`config.mk`:
```
export PLATFORM = sky130hd
export DESIGN_NAME = sig_control
export DESIGN_NICKNAME = d
export VERILOG_FILES = /design/src/rtl/sig_control_pkg.sv /design/src/rtl/sig_delay_timer.sv /design/src/rtl/sig_control.sv
export SDC_FILE = /design/constraint.sdc
export NUM_CORES = 1
export LEC_CHECK = 0
export BUFFER_PORTS_ARGS = -buffer_cell sky130_fd_sc_hd__buf_2
export CAP_MARGIN = 20
export CORE_AREA = 4 4 41 43
export DETAILED_ROUTE_END_ITERATION = 10
export DIE_AREA = 0 0 45 47
export GPL_TIMING_DRIVEN = 0
export PLACE_DENSITY_LB_ADDON = 0.15
export SLEW_MARGIN = 0
export SYNTH_ARGS = -nofsm -noshare
export SYNTH_HDL_FRONTEND = slang
export SYNTH_SLANG_ARGS = --single-unit
```
`constraint.sdc`:
```
create_clock -name clock -period 1.9 [get_ports clock]
set_input_delay 0.285 -clock clock [delete_from_list [all_inputs] [get_ports clock]]
set_output_delay 0.285 -clock clock [all_outputs]
set_load 0.03 [all_outputs]
```
`src/rtl/sig_control_pkg.sv`:
```
// sig_control_pkg
// Shared definitions for the sig_control traffic-light controller:
//   - state_e       : FSM state encodings S0..S4 (3-bit, codes 5..7 illegal)
//   - LAMP_*        : lamp-driver encodings shared by the highway and country outputs
//   - DEF_*         : default delay settings used as parameter defaults by sig_control
package sig_control_pkg;

    // S0 highway green, S1 highway yellow, S2 all red,
    // S3 country green, S4 country yellow.
    typedef enum logic [2:0] {
        S0 = 3'd0,
        S1 = 3'd1,
        S2 = 3'd2,
        S3 = 3'd3,
        S4 = 3'd4
    } state_e;

    // Lamp encodings; 2'b11 is never driven.
    localparam logic [1:0] LAMP_RED    = 2'b00;
    localparam logic [1:0] LAMP_YELLOW = 2'b01;
    localparam logic [1:0] LAMP_GREEN  = 2'b10;

    // Default timing in clock cycles.
    localparam int DEF_Y2RDELAY        = 3;
    localparam int DEF_R2GDELAY        = 2;
    localparam int DEF_MAX_CNTRY_GREEN = 8;

endpackage

```
`src/rtl/sig_delay_timer.sv`:
```
// sig_delay_timer
// Loadable down counter with a done flag. Loading value N makes done_o
// go high N cycles later, so a state that loads (hold - 1) on entry and
// leaves when done_o is high occupies exactly "hold" cycles.
// Ports:
//   clock_i      rising-edge clock
//   clear_i      synchronous active-high clear, counter goes to zero
//   load_i       load strobe, takes priority over counting
//   loadValue_i  value loaded when load_i is high
//   done_o       high while the counter is zero
module sig_delay_timer #(
    parameter int WIDTH = 4
) (
    input  logic             clock_i,
    input  logic             clear_i,
    input  logic             load_i,
    input  logic [WIDTH-1:0] loadValue_i,
    output logic             done_o
);

    logic [WIDTH-1:0] count_q;
    logic [WIDTH-1:0] count_d;

    // Next count: a load wins, otherwise count down and park at zero.
    always_comb begin
        count_d = count_q;
        if (load_i) begin
            count_d = loadValue_i;
        end else if (count_q != '0) begin
            count_d = count_q - WIDTH'(1);
        end
    end

    // Counter register with synchronous clear.
    always_ff @(posedge clock_i) begin
        if (clear_i) begin
            count_q <= '0;
        end else begin
            count_q <= count_d;
        end
    end

    assign done_o = (count_q == '0);

endmodule

```
`src/rtl/sig_control.sv`:
```
// sig_control
// Moore traffic-light controller for a highway crossing a country road.
// The highway stays green until a country-road car is sensed, then the
// lights step through highway yellow, all red, country green (while the
// car is present), country yellow and back to highway green.
// Ports:
//   clock   rising-edge clock
//   clear   synchronous active-high reset, forces S0 from any state
//   X       car present on the country road
//   hwy     highway lamp   (00 red, 01 yellow, 10 green)
//   cntry   country lamp   (same encoding)
// Optional feature, macro CNTRY_GREEN_TIMEOUT_EN: country green is cut
// off after MAX_CNTRY_GREEN cycles, and after such a forced exit the
// highway keeps green for at least MAX_CNTRY_GREEN cycles.
module sig_control
    import sig_control_pkg::*;
#(
    parameter int Y2RDELAY = DEF_Y2RDELAY,
    parameter int R2GDELAY = DEF_R2GDELAY
`ifdef CNTRY_GREEN_TIMEOUT_EN
    ,
    parameter int MAX_CNTRY_GREEN = DEF_MAX_CNTRY_GREEN
`endif
) (
    input  logic       clock,
    input  logic       clear,
    input  logic       X,
    output logic [1:0] hwy,
    output logic [1:0] cntry
);

    // Timers are loaded with (hold - 1) because the load edge itself
    // is the first cycle of the new state.
    localparam logic [3:0] Y2R_LOAD = 4'(Y2RDELAY - 1);
    localparam logic [3:0] R2G_LOAD = 4'(R2GDELAY - 1);

    state_e     state_q;
    state_e     state_d;
    logic       delayLoad;
    logic [3:0] delayLoadVal;
    logic       delayDone;
    logic       acceptRequest;

    // Shared timer for the fixed-length states S1, S2 and S4.
    sig_delay_timer #(.WIDTH(4)) u_delayTimer (
        .clock_i     (clock),
        .clear_i     (clear),
        .load_i      (delayLoad),
        .loadValue_i (delayLoadVal),
        .done_o      (delayDone)
    );

`ifdef CNTRY_GREEN_TIMEOUT_EN
    localparam logic [7:0] MAXG_LOAD = 8'(MAX_CNTRY_GREEN - 1);

    logic       greenLoad;
    logic [7:0] greenLoadVal;
    logic       greenDone;
    logic       timedOut_q;
    logic       timedOut_d;

    // One timer covers both the country-green limit in S3 and the
    // minimum highway green in S0 that follows a forced exit.
    sig_delay_timer #(.WIDTH(8)) u_greenTimer (
        .clock_i     (clock),
        .clear_i     (clear),
        .load_i      (greenLoad),
        .loadValue_i (greenLoadVal),
        .done_o      (greenDone)
    );

    // A request in S0 only counts once the highway hold-off has elapsed.
    assign acceptRequest = X & greenDone;

    // Remembers that the last country green was cut short.
    always_ff @(posedge clock) begin
        if (clear) begin
            timedOut_q <= 1'b0;
        end else begin
            timedOut_q <= timedOut_d;
        end
    end
`else
    assign acceptRequest = X;
`endif

    // State register; clear overrides every transition.
    always_ff @(posedge clock) begin
        if (clear) begin
            state_q <= S0;
        end else begin
            state_q <= state_d;
        end
    end

    // Next-state logic, also issuing timer loads on entry to timed states.
    always_comb begin
        state_d      = state_q;
        delayLoad    = 1'b0;
        delayLoadVal = '0;
`ifdef CNTRY_GREEN_TIMEOUT_EN
        greenLoad    = 1'b0;
        greenLoadVal = '0;
        timedOut_d   = timedOut_q;
`endif
        case (state_q)
            S0: begin
                if (acceptRequest) begin
                    state_d      = S1;
                    delayLoad    = 1'b1;
                    delayLoadVal = Y2R_LOAD;
                end
            end
            S1: begin
                if (delayDone) begin
                    state_d      = S2;
                    delayLoad    = 1'b1;
                    delayLoadVal = R2G_LOAD;
                end
            end
            S2: begin
                if (delayDone) begin
                    state_d = S3;
`ifdef CNTRY_GREEN_TIMEOUT_EN
                    greenLoad    = 1'b1;
                    greenLoadVal = MAXG_LOAD;
`endif
                end
            end
            S3: begin
`ifdef CNTRY_GREEN_TIMEOUT_EN
                if (!X || greenDone) begin
                    state_d      = S4;
                    delayLoad    = 1'b1;
                    delayLoadVal = Y2R_LOAD;
                    // Leaving with the car still waiting means the limit forced it.
                    timedOut_d   = X;
                end
`else
                if (!X) begin
                    state_d      = S4;
                    delayLoad    = 1'b1;
                    delayLoadVal = Y2R_LOAD;
                end
`endif
            end
            S4: begin
                if (delayDone) begin
                    state_d = S0;
`ifdef CNTRY_GREEN_TIMEOUT_EN
                    greenLoad    = 1'b1;
                    greenLoadVal = timedOut_q ? MAXG_LOAD : 8'd0;
                    timedOut_d   = 1'b0;
`endif
                end
            end
            default: begin
                state_d = S0;
            end
        endcase
    end

    // Lamp decode from the state register alone; illegal codes show all red.
    always_comb begin
        hwy   = LAMP_RED;
        cntry = LAMP_RED;
        case (state_q)
            S0:      hwy   = LAMP_GREEN;
            S1:      hwy   = LAMP_YELLOW;
            S3:      cntry = LAMP_GREEN;
            S4:      cntry = LAMP_YELLOW;
            default: begin
                hwy   = LAMP_RED;
                cntry = LAMP_RED;
            end
        endcase
    end

endmodule

```
Word level (Yosys, flattened, before mapping)
Index checks and enable logic that the tools add are counted.
W data, S select, Z words.
{"block": "word_totals", "regBits": 7, "latch_bits": 0, "ram_bits": 0, "romBits": 0, "input_bits": 3, "output_inout_bits": 4, "wordCells": 35, "memories": 0}
{"block": "classes", "addsub": 1, "mul": 0, "div_mod_pow": 0, "order_cmp": 0, "n_eq_ne": 9, "n_shift": 0, "muxes": 18, "bitwise": 0, "reduce_logical": 5}
{"op": "$mux W3", "count": 5}
{"op": "$pmux W3 S5", "count": 1}
{"op": "$ne A2 B2 Y1 const B", "count": 5}
{"op": "$mux W4", "count": 2}
{"op": "$pmux W2 S2", "count": 2}
{"op": "$eq A3 B2 Y1 const B", "count": 2}
{"op": "$pmux W2 S3", "count": 1}
{"op": "$reduce_and A5 Y1", "count": 1}
{"op": "$logic_not A4 Y1", "count": 1}
{"op": "$mux W1", "count": 4}
{"op": "$mux W2", "count": 2}
{"op": "$reduce_bool A4 Y1", "count": 1}
{"op": "$sub A4 B1 Y4 const B", "count": 1}
{"op": "$eq A3 B1 Y1 const B", "count": 1}
{"op": "$eq A3 B3 Y1 const B", "count": 1}
{"op": "$logic_not A3 Y1", "count": 1}
{"op": "$pmux W1 S3", "count": 1}
{"op": "$reduce_bool A2 Y1", "count": 1}

Longest topological paths before layout
{"block": "depth", "depth_word": 4, "ltp_mapped": 6, "depth_no_buf": 5}

By module
A second synthesis with hierarchy kept.
{"block": "hier_totals", "hier_cells": 52, "hier_area_um2": 469.2}
{"mod": "sig_control", "n_inst": 1, "cells_per_inst": 28, "area_per_inst_um2": 240.2}
{"mod": "sig_delay_timer", "n_inst": 1, "cells_per_inst": 24, "area_per_inst_um2": 229.0}

Least setup slack after synthesis
OpenSTA, ideal clock, no wires.
{"block": "synth_timing", "path_kind": "register -> register", "startpoint": "register state_q[1]", "endpoint": "register u_delayTimer.count_q[1]", "t_arrival_ns": 1.587, "required_ns": 1.778, "slack_ns": 0.191, "path_stages_with_launch": 5, "cell_sequence": "dfxtp_1 -> clkbuf_1 -> nor3b_1 -> or3_1 -> a21oi_1"}
{"block": "synth_between", "elab_chain_cells": 3, "word_cells_on_any_way": 7}
{"element": "from (decl)", "line_no": "sig_control.sv:37", "source": "state_e state_q;"}
{"element": "from (signal assigned)", "line_no": "sig_control.sv:92", "source": "state_q <= state_d;"}
{"element": "$eq A3 B2 Y1 (tied with other cells)", "line_no": "sig_control.sv:106", "source": "case (state_q)"}
{"element": "$pmux W2 S3 / $pmux W1 S3 (equally long branches)", "line_no": "sig_control.sv:106"}
{"element": "$mux W4 / $reduce_bool A2 Y1 (equally long branches)"}
{"element": "to (signal assigned)", "line_no": "sig_delay_timer.sv:39", "source": "count_q <= count_d;"}
{"element": "to (decl)", "line_no": "sig_delay_timer.sv:21", "source": "logic [WIDTH-1:0] count_q;"}
Parallel ways exist; a longest one is shown, timed or not.
A chain may end at the register's enable or synchronous reset.

Final worst setup path
{"block": "layout_timing", "startpoint": "register u_delayTimer.count_q[0]", "endpoint": "register state_q[1]"}
{"block": "layout_between", "elab_chain_cells": 3, "word_cells_on_any_way": 5}
{"element": "$logic_not A4 Y1 (*)", "line_no": "sig_delay_timer.sv:43", "source": "assign done_o = (count_q == '0);"}
{"element": "$ne A2 B2 Y1 (no line)"}
{"element": "$reduce_and A5 Y1 (no line) (*)"}
Every way passes the cells marked *; elsewhere a longest branch is shown, timed or not.

==> impl_metrics.env <==
export IMPL_arrival_ps=1890
export IMPL_p_int_mw=0.488
export IMPL_yosys_warnings=0
export IMPL_whs_ps=260
export IMPL_drive_gt1_frac=0.208
export IMPL_vias=335
export IMPL_cp_endpoint="state_q[1]"
export IMPL_area_growth_pct=19.4
export IMPL_ir_drop_mv=0.750
export IMPL_r2r_end="state_q[1]"
export IMPL_gr_total_overflow=0
export IMPL_die_area_sq_um=2120
export IMPL_clockRootBuffer="clkbuf_4"
export IMPL_hp_class="primary input to flip-flop"
export IMPL_cts_tree="yes"
export IMPL_port_buffers=6
export IMPL_worst_setup_path_start_kind="flip-flop"
export IMPL_cts_setup_buffers=0
export IMPL_reg2reg_setup_slack_ps=180
export IMPL_htree_levels=1
export IMPL_cts_sinks=7
export IMPL_fin_util=0.355
export IMPL_wl_per_cell_um=11.1
export IMPL_yosysTopAreaCellShare=0.362
export IMPL_crit_type="flip-flop to flip-flop"
export IMPL_syn_avg_cell_area_sq_um=8.99
export IMPL_cts_hold_repair_buffers=0
export IMPL_cts_buffers=3
export IMPL_grt_max_degree=11
export IMPL_synth_area_leader_cell="dfxtp_1"
export IMPL_reg2regPathDepth=6
export IMPL_cts_buffer_depth=2
export IMPL_syn_inst=43
export IMPL_dr_pass1_iters=2
export IMPL_clkTransAtPathRegs_ps=60
export IMPL_outcome="complete, no violations"
export IMPL_ys_ff_latch=7
export IMPL_critPathMaxFanout=7
export IMPL_yosysSeqAreaShare=0.362
export IMPL_comb_power_share=0.538
export IMPL_fp_dieW_um=45
export IMPL_r2r_start="u_delayTimer.count_q[0]"
export IMPL_fin_area_sq_um=462
export IMPL_skew_ps=0.995
export IMPL_post_route_period_util=0.903
export IMPL_finalMaxSlewViolations=0
export IMPL_die_h_um=47
export IMPL_grt_antenna_before_repair=0
export IMPL_drv_cap=0
export IMPL_synthTopCellsByArea="dfxtp_1, nor3b_1, ha_1"
export IMPL_route_final_wire_length_um=758
export IMPL_place_inst=64
export IMPL_final_hold_viol_count=0
export IMPL_power_density_nw_per_um2=1870
export IMPL_rsz0062_at_grt="false"
export IMPL_finalCriticalPeriod_ps=1720
export IMPL_gp_congestion=0.650
export IMPL_synth_ff_type="dfxtp_1"
export IMPL_initial_core_util=0.297
export IMPL_crit_start="u_delayTimer.count_q[0]"
export IMPL_synth_cell_types=20
export IMPL_hpwl_um=563
export IMPL_grt_pass1_vias=309
export IMPL_required_ps=2080
export IMPL_p_switching_mw=0.375
export IMPL_final_nets=59
export IMPL_setup_viol=0
export IMPL_clockPowerShare=0.163
export IMPL_route_detailed_drc=0
export IMPL_via_per_inst=4.93
export IMPL_synth_most_common_cell="dfxtp_1"
export IMPL_p_sw_frac=0.434
export IMPL_async_flop_share=0
export IMPL_placed_cell_area_sq_um=435
export IMPL_layoutNonFillerInstCount=68
export IMPL_ctsResizeCount=0
export IMPL_synth_common_cells="dfxtp_1, nor3_1, inv_1, nor3b_1"
export IMPL_critPathCaptureType="flip-flop"
export IMPL_antenna_cells=0
export IMPL_placement_rows=13
export IMPL_clk_latency_ps=250
export IMPL_fmax_mhz=583
export IMPL_finalSetupTns_ps=0
export IMPL_relSlewSlack=0.686
export IMPL_drt_iter0_markers=4
export IMPL_io_pins=7
export IMPL_track_usage=0.0934
export IMPL_netlist_area_sq_um=387
export IMPL_synth_edf_count=0
export IMPL_core_sq_um=1300
export IMPL_p_leak_nw=0.178
export IMPL_syn_nets=48
export IMPL_ant_nets=0
export IMPL_grt_pass1_wl_mm=1.32
export IMPL_seq_power_share=0.299
export IMPL_tightest_slew_ps=464
## metrics by stage
stage               power [mW]  worst slack [ps]
global placement         0.729               215
detailed placement       0.725               215
CTS                      0.870               186
finish                   0.863               185
floorplan                0.629               191
global route             0.949              58.8
## cells in the final DEF, fill, tap and decap left out
cell | Yosys | routed
nor4bb_1 | 1 | 1
o21ai_0 | 1 | 1
inv_1 | 4 | 4
ha_1 | 2 | 2
or3b_1 | 1 | 1
a211oi_2 | 1 | 1
a21oi_1 | 2 | 2
nor4b_1 | 1 | 1
nor3_1 | 5 | 5
clkbuf_2 | 1 | 1
a2111oi_0 | 1 | 1
xnor2_1 | 2 | 2
nor2b_1 | 1 | 1
clkbuf_4 | 0 | 3
a211oi_1 | 3 | 3
or3_1 | 3 | 3
nor2_1 | 1 | 1
dfxtp_1 | 7 | 7
mux2i_1 | 1 | 1
buf_2 | 0 | 6
nor3b_1 | 4 | 4
clkbuf_1 | 1 | 2
## registers in the layout, indices dropped and copies added, names as in the netlist
name and cells:
u_delayTimer.count_q 4, state_q 3
## critical path: stages (launching register included)
cell and delay [ps]:
dfxtp_1 330, inv_1 80, ha_1 160, or3b_1 350, clkbuf_2 170, or3_1 330
a211oi_2 210
## per-layer routing
layer,up-vias,share of wire,track usage,routed length (um)
li1,179,-,-,-
met1,146,0.53,0.119,401
met2,6,0.40,0.110,305
met3,4,0.037,0.0345,28
met4,0,0.029,0.105,22
met5,-,0,0,0
## logic make-up after synthesis
group           after synthesis  synth area share
xor+xnor                      2            0.0453
fa+ha+maj                     2            0.0647
flops                         7             0.362
simple gates                 17             0.288
buf+inv                       6            0.0615
compound gates                8             0.152
mux                           1            0.0259
## worst min path at each step
stage | from | endpoint | slack (ps) | cells after the start
after floorplan | clear | state_q[1] | 350 | 1
after detailed placement | u_delayTimer.count_q[0] | u_delayTimer.count_q[0] | 490 | 1
after CTS | clear | state_q[1] | 250 | 2
final | clear | state_q[1] | 260 | 2
after global placement | u_delayTimer.count_q[0] | u_delayTimer.count_q[0] | 500 | 1
after global routing | clear | state_q[1] | 250 | 2
## layout make-up
class | count | area [sq um]
fillers | 144 | 840
well taps | 15 | 18.8
flip-flops and latches | 7 | 140
repair buffers | 6 | 30.0
inverters | 4 | 15.0
plain buffers | 2 | 8.76
multi-input cells | 30 | 223
clock buffers | 4 | 26.3
## power groups by stage
stage | combinational (mW) | clock, mW | sequential [mW]
3_5_place_dp | 0.466 | 0 | 0.259
2_1_floorplan | 0.381 | 0 | 0.248
5_1_grt | 0.524 | 0.158 | 0.268
6_report | 0.465 | 0.141 | 0.258
3_3_place_gp | 0.466 | 0 | 0.262
4_1_cts | 0.469 | 0.144 | 0.256
Power figures use the tool's default switching activity.
